**src/rtl/arith_pkg.sv**
```systemverilog
// Shared opcode definitions for the registered arithmetic unit.
package arith_pkg;

  typedef logic [1:0] arith_op_t;

  localparam arith_op_t OP_ADD = 2'd0;
  localparam arith_op_t OP_SUB = 2'd1;
  localparam arith_op_t OP_MUL = 2'd2;
  localparam arith_op_t OP_DIV = 2'd3;

endpackage

```
**src/rtl/arith_if.sv**
```systemverilog
// Operand/opcode/result bundle between a requester and arith_operations.
// No handshake: the slave samples A/B/sel on every rising clk and presents C/rem one edge later.
import arith_pkg::*;

interface arith_if #(
  parameter int WIDTH = 8
);
  logic [WIDTH-1:0]   A;
  logic [WIDTH-1:0]   B;
  arith_op_t          sel;
  logic [2*WIDTH-1:0] C;
  logic [WIDTH-1:0]   rem;

  modport master (output A, output B, output sel, input C, input rem);
  modport slave  (input A, input B, input sel, output C, output rem);
endinterface

```
**src/rtl/arith_divider.sv**
```systemverilog
// Combinational restoring divider: WIDTH shift/compare/subtract stages, MSB first.
import arith_pkg::*;

module arith_divider #(
  parameter int WIDTH = 8
) (
  input  logic [WIDTH-1:0] a,
  input  logic [WIDTH-1:0] b,
  output logic [WIDTH-1:0] quotient,
  output logic [WIDTH-1:0] remainder,
  output logic             dbz
);

  logic [WIDTH:0]   r;
  logic [WIDTH-1:0] q;

  always_comb begin
    r = '0;
    q = '0;
    for (int i = WIDTH - 1; i >= 0; i--) begin
      // Partial remainder is one bit wider so the shifted-in bit never overflows.
      r = {r[WIDTH-1:0], a[i]};
      if (r >= {1'b0, b}) begin
        r    = r - {1'b0, b};
        q[i] = 1'b1;
      end
    end
  end

  assign dbz       = (b == '0);
  assign quotient  = dbz ? '1 : q;
  assign remainder = dbz ? a  : r[WIDTH-1:0];

endmodule

```
**src/rtl/arith_operations.sv**
```systemverilog
// Registered add/sub/mul/div unit with one-cycle latency.
// Define ARITH_DBZ_FLAG_EN to add a registered divide-by-zero flag output (dbz).
import arith_pkg::*;

module arith_operations #(
  parameter int WIDTH = 8
) (
  input  logic     clk,
  input  logic     rst,
  arith_if.slave   bus
`ifdef ARITH_DBZ_FLAG_EN
  ,
  output logic     dbz
`endif
);

  logic [2*WIDTH-1:0] a_ext;
  logic [2*WIDTH-1:0] b_ext;
  logic [WIDTH-1:0]   div_q;
  logic [WIDTH-1:0]   div_r;
  logic               div_dbz;
  logic [2*WIDTH-1:0] c_next;
  logic [WIDTH-1:0]   rem_next;

  assign a_ext = {{WIDTH{1'b0}}, bus.A};
  assign b_ext = {{WIDTH{1'b0}}, bus.B};

  arith_divider #(.WIDTH(WIDTH)) u_div (
    .a         (bus.A),
    .b         (bus.B),
    .quotient  (div_q),
    .remainder (div_r),
    .dbz       (div_dbz)
  );

  always_comb begin
    c_next   = '0;
    rem_next = '0;
    case (bus.sel)
      OP_ADD: c_next = a_ext + b_ext;
      OP_SUB: c_next = a_ext - b_ext;
      OP_MUL: c_next = a_ext * b_ext;
      OP_DIV: begin
        // A zero divisor reports all ones across the full result width.
        c_next   = div_dbz ? '1 : {{WIDTH{1'b0}}, div_q};
        rem_next = div_r;
      end
      default: c_next = '0;
    endcase
  end

  always_ff @(posedge clk or posedge rst) begin
    if (rst) begin
      bus.C   <= '0;
      bus.rem <= '0;
    end else begin
      bus.C   <= c_next;
      bus.rem <= rem_next;
    end
  end

`ifdef ARITH_DBZ_FLAG_EN
  always_ff @(posedge clk or posedge rst) begin
    if (rst) dbz <= 1'b0;
    else     dbz <= (bus.sel == OP_DIV) && div_dbz;
  end
`endif

endmodule

```
**src/flat_wrapper.sv**
```systemverilog
// flat-port wrapper written by rule: the top's interface ports become plain ports
module arith_operations_flat 
#(
  parameter int WIDTH = 8
)
  (clk, rst, bus_A, bus_B, bus_sel, bus_C, bus_rem);
  arith_if #(.WIDTH(WIDTH)) bus_i ();
  input  logic clk;
  input  logic rst;
  input wire logic [$bits(bus_i.A)-1:0] bus_A;
  input wire logic [$bits(bus_i.B)-1:0] bus_B;
  input wire logic [$bits(bus_i.sel)-1:0] bus_sel;
  output wire logic [$bits(bus_i.C)-1:0] bus_C;
  output wire logic [$bits(bus_i.rem)-1:0] bus_rem;
  assign bus_i.A = bus_A;
  assign bus_i.B = bus_B;
  assign bus_i.sel = bus_sel;
  assign bus_C = bus_i.C;
  assign bus_rem = bus_i.rem;
  arith_operations #(.WIDTH(WIDTH)) u_core (.clk(clk), .rst(rst), .bus(bus_i));
endmodule
```
**config.mk**
```make
export PLATFORM = sky130hd
export DESIGN_NAME = arith_operations_flat
export DESIGN_NICKNAME = d
export VERILOG_FILES = /design/src/rtl/arith_pkg.sv /design/src/rtl/arith_if.sv /design/src/rtl/arith_divider.sv /design/src/rtl/arith_operations.sv /design/src/flat_wrapper.sv
export SDC_FILE = /design/constraint.sdc
export NUM_CORES = 1
export LEC_CHECK = 0
export CORE_MARGIN = 2
export CORE_UTILIZATION = 55
export DETAILED_ROUTE_END_ITERATION = 8
export GPL_ROUTABILITY_DRIVEN = 0
export PLACE_DENSITY = 0.73
export SETUP_SLACK_MARGIN = 0.5
export SYNTH_ARGS = -nofsm -noshare
export SYNTH_HDL_FRONTEND = slang
export SYNTH_HIERARCHICAL = 1
export SYNTH_SLANG_ARGS = --single-unit
```
**constraint.sdc**
```tcl
create_clock -name clk -period 0.8 [get_ports clk]
set_input_delay 0.08 -clock clk [delete_from_list [all_inputs] [get_ports clk]]
set_output_delay 0.08 -clock clk [all_outputs]
set_load 0.05 [all_outputs]
```
==> impl_metrics.toml, run 1 <==
[logic_synthesis]
syn_area_per_cell_um2 = 8.16
synthArstFlopShare_pct = 100
synth.distinct_cells = 76
yosysWarningCount = 6
yosys_register_bits = 24
yosysSeqAreaShare_pct = 8.46
netlist_area_um2 = 7100
syn_inst = 870
synth_edf_count = 0
synth_ff_type = "dfrtp_1"
synthesis.nets = 1045

[die]
row_count = 41
start_util_pct = 56.3
die_y_um = 118
die_w_um = 118
io_pins = 44

[clock_network]
cts_max_level = 1
cts_max_path_buffers = 2
cts-root-buf = "clkbuf_16"
cts_sinks = 24
cts_inserted_buffers = 3
ctsHoldBuffers = 0

[outcome]
error = "[ERROR GRT-0116] Global routing finished with congestion. Check the congestion regions in the DRC Viewer."
status = "stopped before the end"
lastStage = "5_1_grt"

[placement]
dp.cells = 1355
dp_hpwl_um = 21400
port-buffer-count = 43
post_dp_cell_area_um2 = 10500

[grt]
grt_pass1_vias = 12200
grt_max_degree = 20
grt_pass1_wl_um = 70800
grt_overflow = 7
track_usage_pct = 66.4
through the flow:
step / hold slack (ns) / setup TNS [ns] / setup slack [ns]
after CTS: 0.0722 / -174.62 / -12.10
after detailed placement: 0.465 / -196.92 / -13.60
after global placement: 0.461 / -187.23 / -12.87
after floorplan: -0.0429 / -175.32 / -12.92
timing repair:
action / in CTS
pin swaps: 92
endpoints found under the setup margin: 72
gates resized for setup: 222
cloned: 2
buffers inserted: 93
cells in the mapped netlist (all sizes together) (5+ instances only):
cell type / instances / area share [%]
a211oi: 5 / 0.70
a21boi: 5 / 0.53
a21o: 10 / 1.1
a21oi: 49 / 3.5
a311oi: 5 / 0.62
a31oi: 7 / 0.83
and2: 37 / 3.3
and3: 8 / 0.70
buf: 11 / 1.1
clkbuf: 6 / 0.32
dfrtp: 24 / 8.5
fa: 45 / 13
ha: 110 / 19
inv: 125 / 6.6
mux2: 19 / 3.2
mux2i: 15 / 2.1
nand2: 46 / 2.4
nand2b: 14 / 1.2
nand3: 12 / 0.85
nand4: 12 / 1.1
nor2: 63 / 3.3
nor2b: 13 / 1.1
nor3: 16 / 1.1
nor3b: 5 / 0.53
o211ai: 16 / 1.8
o21a: 15 / 1.7
o21ai: 52 / 4.0
o21bai: 10 / 1.1
o221ai: 15 / 2.2
o31a: 6 / 0.74
o31ai: 7 / 0.74
or2: 6 / 0.53
or3: 5 / 0.44
xnor2: 22 / 2.7
xor2: 18 / 2.2
layer usage:
metal | track usage [%] | overflow
met1 | 64.7 | 0
met4 | 73.3 | 5
met3 | 40.6 | 0
met2 | 90.9 | 2
met5 | 2.57 | 0
cells by family after synthesis:
kind of cell	after synthesis	share of synthesized area [%]
buffers and inverters	142	7.98
adders and majority gates	155	32.1
AOI/OAI and AO/OA	232	23.8
muxes	34	5.29
DFF	24	8.46
and+or+nand+nor	243	17.5
xor gates and xnor gates	40	4.93
==> run 2: changes to the inputs <==
CORE_UTILIZATION = 40   (was 55)
PLACE_DENSITY = not set   (was 0.73)
PLACE_DENSITY_LB_ADDON = 0.15   (was not set)
SETUP_SLACK_MARGIN = not set   (was 0.5)
==> run 2 against run 1 <==
The flow now finishes, with violations (negative setup slack). Synthesized cell count unchanged. Area after synthesis is the same.
==> impl_metrics.toml, run 2 <==
[power]
p_comb_share_pct = 90.7
p_int_uw = 19500
powerDensity_nw_per_um2 = 2780
switching_share_pct = 43.6
total_power_uw = 34600
p_leak_uw = 0.00606
p_sw_uw = 15100
power_frac_seq_pct = 5.3
vdd_drop_max_v = 0.00238
clock_power_share_pct = 4.0

[worst_setup_path]
start_kind = "input port"
cp_top_family = "compound AO/OA/AOI/OAI gates"
path_buf_inv = 8
cp.required_ns = 0.95
cp-end-kind = "flop"
crit_path_max_fanout = 8
slowest_delay_ns = 0.42
worstPathArrival_ns = 13.23
crit_slowest_cell = "a311o_2"
critical_path_class = "in2reg"

[detailed_routing]
vias = 8187
wl_per_cell_um = 18.0
met2WireLength_um = 13200
via_per_inst = 5.43
firstDrtPassIters = 6
route.met3.wl_um = 1390
wl_um = 27100
drc = 0
wl_met1_um = 12000
highest_layer = "met4"
ant_nets = 0
drt_iter0_drc = 535

[die]
row_count = 48
start_util_pct = 41.0
die_y_um = 137
die_w_um = 137
io_pins = 44
core-area_um2 = 17300
die_area_um2 = 18800

[grt]
grt_max_degree = 25
grt_pass1_wl_um = 39900
track_usage_pct = 26.8
grt_pass1_vias = 7877
grt_overflow = 0
antenna_found_initial = 0

[min_path]
worstHoldPathType = "in2async"

[clock_network]
cts_max_level = 1
cts_sinks = 24
clk_pin_slew_ns = 0.06
cts_inserted_buffers = 3
cts-root-buf = "clkbuf_16"
cts_tree = "built"
cts_max_path_buffers = 2

[logic_synthesis]
yosys.area.top_type = "ha_1"
syn_inst = 870
yosysSeqAreaShare_pct = 8.46
syn_area_per_cell_um2 = 8.16
synthTopCellsByArea = "ha_1 (19%), fa_1 (13%), dfrtp_1 (8.5%), inv_1 (6.6%), a21oi_1 (3.4%)"
synth_ff_type = "dfrtp_1"
synth_edf_count = 0
synthArstFlopShare_pct = 100
yosys.cell_count.top_type = "inv_1"
netlist_area_um2 = 7100
synthTopCellsByCount = "inv_1 (124), ha_1 (110), nor2_1 (63)"
yosys_register_bits = 24
yosysWarningCount = 6
synthesis.nets = 1045
synth_top_area_share_pct = 19.4
synth.distinct_cells = 76

[sta]
max_slew_margin_pct = 59.5
tightest_slew_ns = 0.592
finalCritPeriodShare_pct = 1630
rsz0062_at_grt = "true"
worst_slack_ns = -12.28
fmax_mhz = 76.5
setup_violations = 48
slew_viol_final = 0
fin_tns_setup_ns = -177.18
finalHoldViolCount = 0
period_needed_ns = 13.08

[layout]
diodes = 0
top_register = "u_core/bus.C"
drive_gt1_share_pct = 51.0
layout_commonest_cell = "buf_4"
top_regs = "u_core/bus.C: 16 flops, u_core/bus.rem: 8 flops"
layout.nets = 1459
largest_reg_flops = 16
area_delta_synth_final_pct = 75.7
final_cell_mix = "buf_4 (334), inv_1 (106), ha_1 (76)"

[outcome]
violations = "negative setup slack"
status = "finished with violations"

[placement]
dp_hpwl_um = 19300
port-buffer-count = 43

[run]
drv_cap = 0
==> run 2: cell counts after synthesis <==
Identical to the previous run, type by type.
==> run 2: worst max-delay path by stage <==
stage                        start                end  slack (ns)  depth (start not counted)
after floorplan           bus_B[1]  u_core/bus.rem[2]      -12.92                         72
after global placement    bus_A[7]  u_core/bus.rem[2]      -13.12                         71
after detailed placement  bus_A[7]  u_core/bus.rem[2]      -13.43                         70
after CTS                 bus_A[7]  u_core/bus.rem[2]      -12.19                         74
after global routing      bus_B[4]  u_core/bus.rem[2]      -12.84                         67
final                     bus_A[7]  u_core/bus.rem[2]      -12.28                         70
==> run 2: area by class of cell <==
| cell class | count | area, µm² |
|---|---|---|
| clock buffers | 3 | 75.1 |
| clock inverters | 1 | 30.0 |
| fillers | 1256 | 4820 |
| inverters | 125 | 488 |
| multi-input cells | 704 | 7240 |
| flip-flops and latches | 24 | 601 |
| well taps | 225 | 282 |
| repair buffers | 426 | 3750 |
==> run 2: worst min-delay path, stage by stage <==
cell and delay, ns:
clkdlybuf4s50_1 0.40, inv_1 0.09, buf_12 0.18
==> run 2: metrics by stage <==
| step | cell area (µm²) | setup slack [ns] | hold slack, ns | cells | util [%] |
|---|---|---|---|---|---|
| after CTS | 11500 | -12.19 | 0.159 | 1466 | 66.7 |
| after global placement | 10600 | -13.12 | 0.426 | 1406 | 61.0 |
| after global routing | 12500 | -12.84 | 0.171 | 1508 | 72.1 |
| after detailed placement | 10600 | -13.43 | 0.430 | 1406 | 61.0 |
| final | 12500 | -12.28 | 0.150 | 1508 | 72.1 |
| after floorplan | 7560 | -12.92 | 0.0946 | 870 | - |
==> run 2: cells by family (layout without fill, tap and decap cells) <==
kind of cell | count (synthesis) | in the layout | share of synthesized area [%]
mux | 34 | 34 | 5.29
flops | 24 | 24 | 8.46
fa+ha+maj | 155 | 155 | 32.1
buf+inv | 142 | 555 | 7.98
xor+xnor | 40 | 40 | 4.93
simple gates | 243 | 243 | 17.5
compound gates | 232 | 232 | 23.8
==> run 2: power groups by stage <==
| stage | logic, µW | clock network [µW] | registers, µW |
|---|---|---|---|
| after floorplan | 13400 | 0 | 2830 |
| after global placement | 22800 | 0 | 1880 |
| after detailed placement | 23000 | 0 | 1880 |
| after CTS | 25000 | 1420 | 1840 |
| after global routing | 33400 | 1500 | 1850 |
| final | 31400 | 1390 | 1830 |
==> run 2: per-layer routing <==
layer | vias up | GRT usage [%]
met5 | - | 0
met4 | 0 | 5.67
met3 | 50 | 1.55
met2 | 259 | 46.4
met1 | 3962 | 37.0
li1 | 3916 | -
==> run 2: what timing repair did <==
| item | 4_1_cts | 5_1_grt |
|---|---|---|
| setup endpoints to repair | 48 | 48 |
| pin swaps | 106 | 102 |
| resized for setup | 158 | 138 |
| hold buffers | 0 | 0 |
| setup buffers | 57 | 45 |
Note: power is estimated with default switching activity, not from simulation.
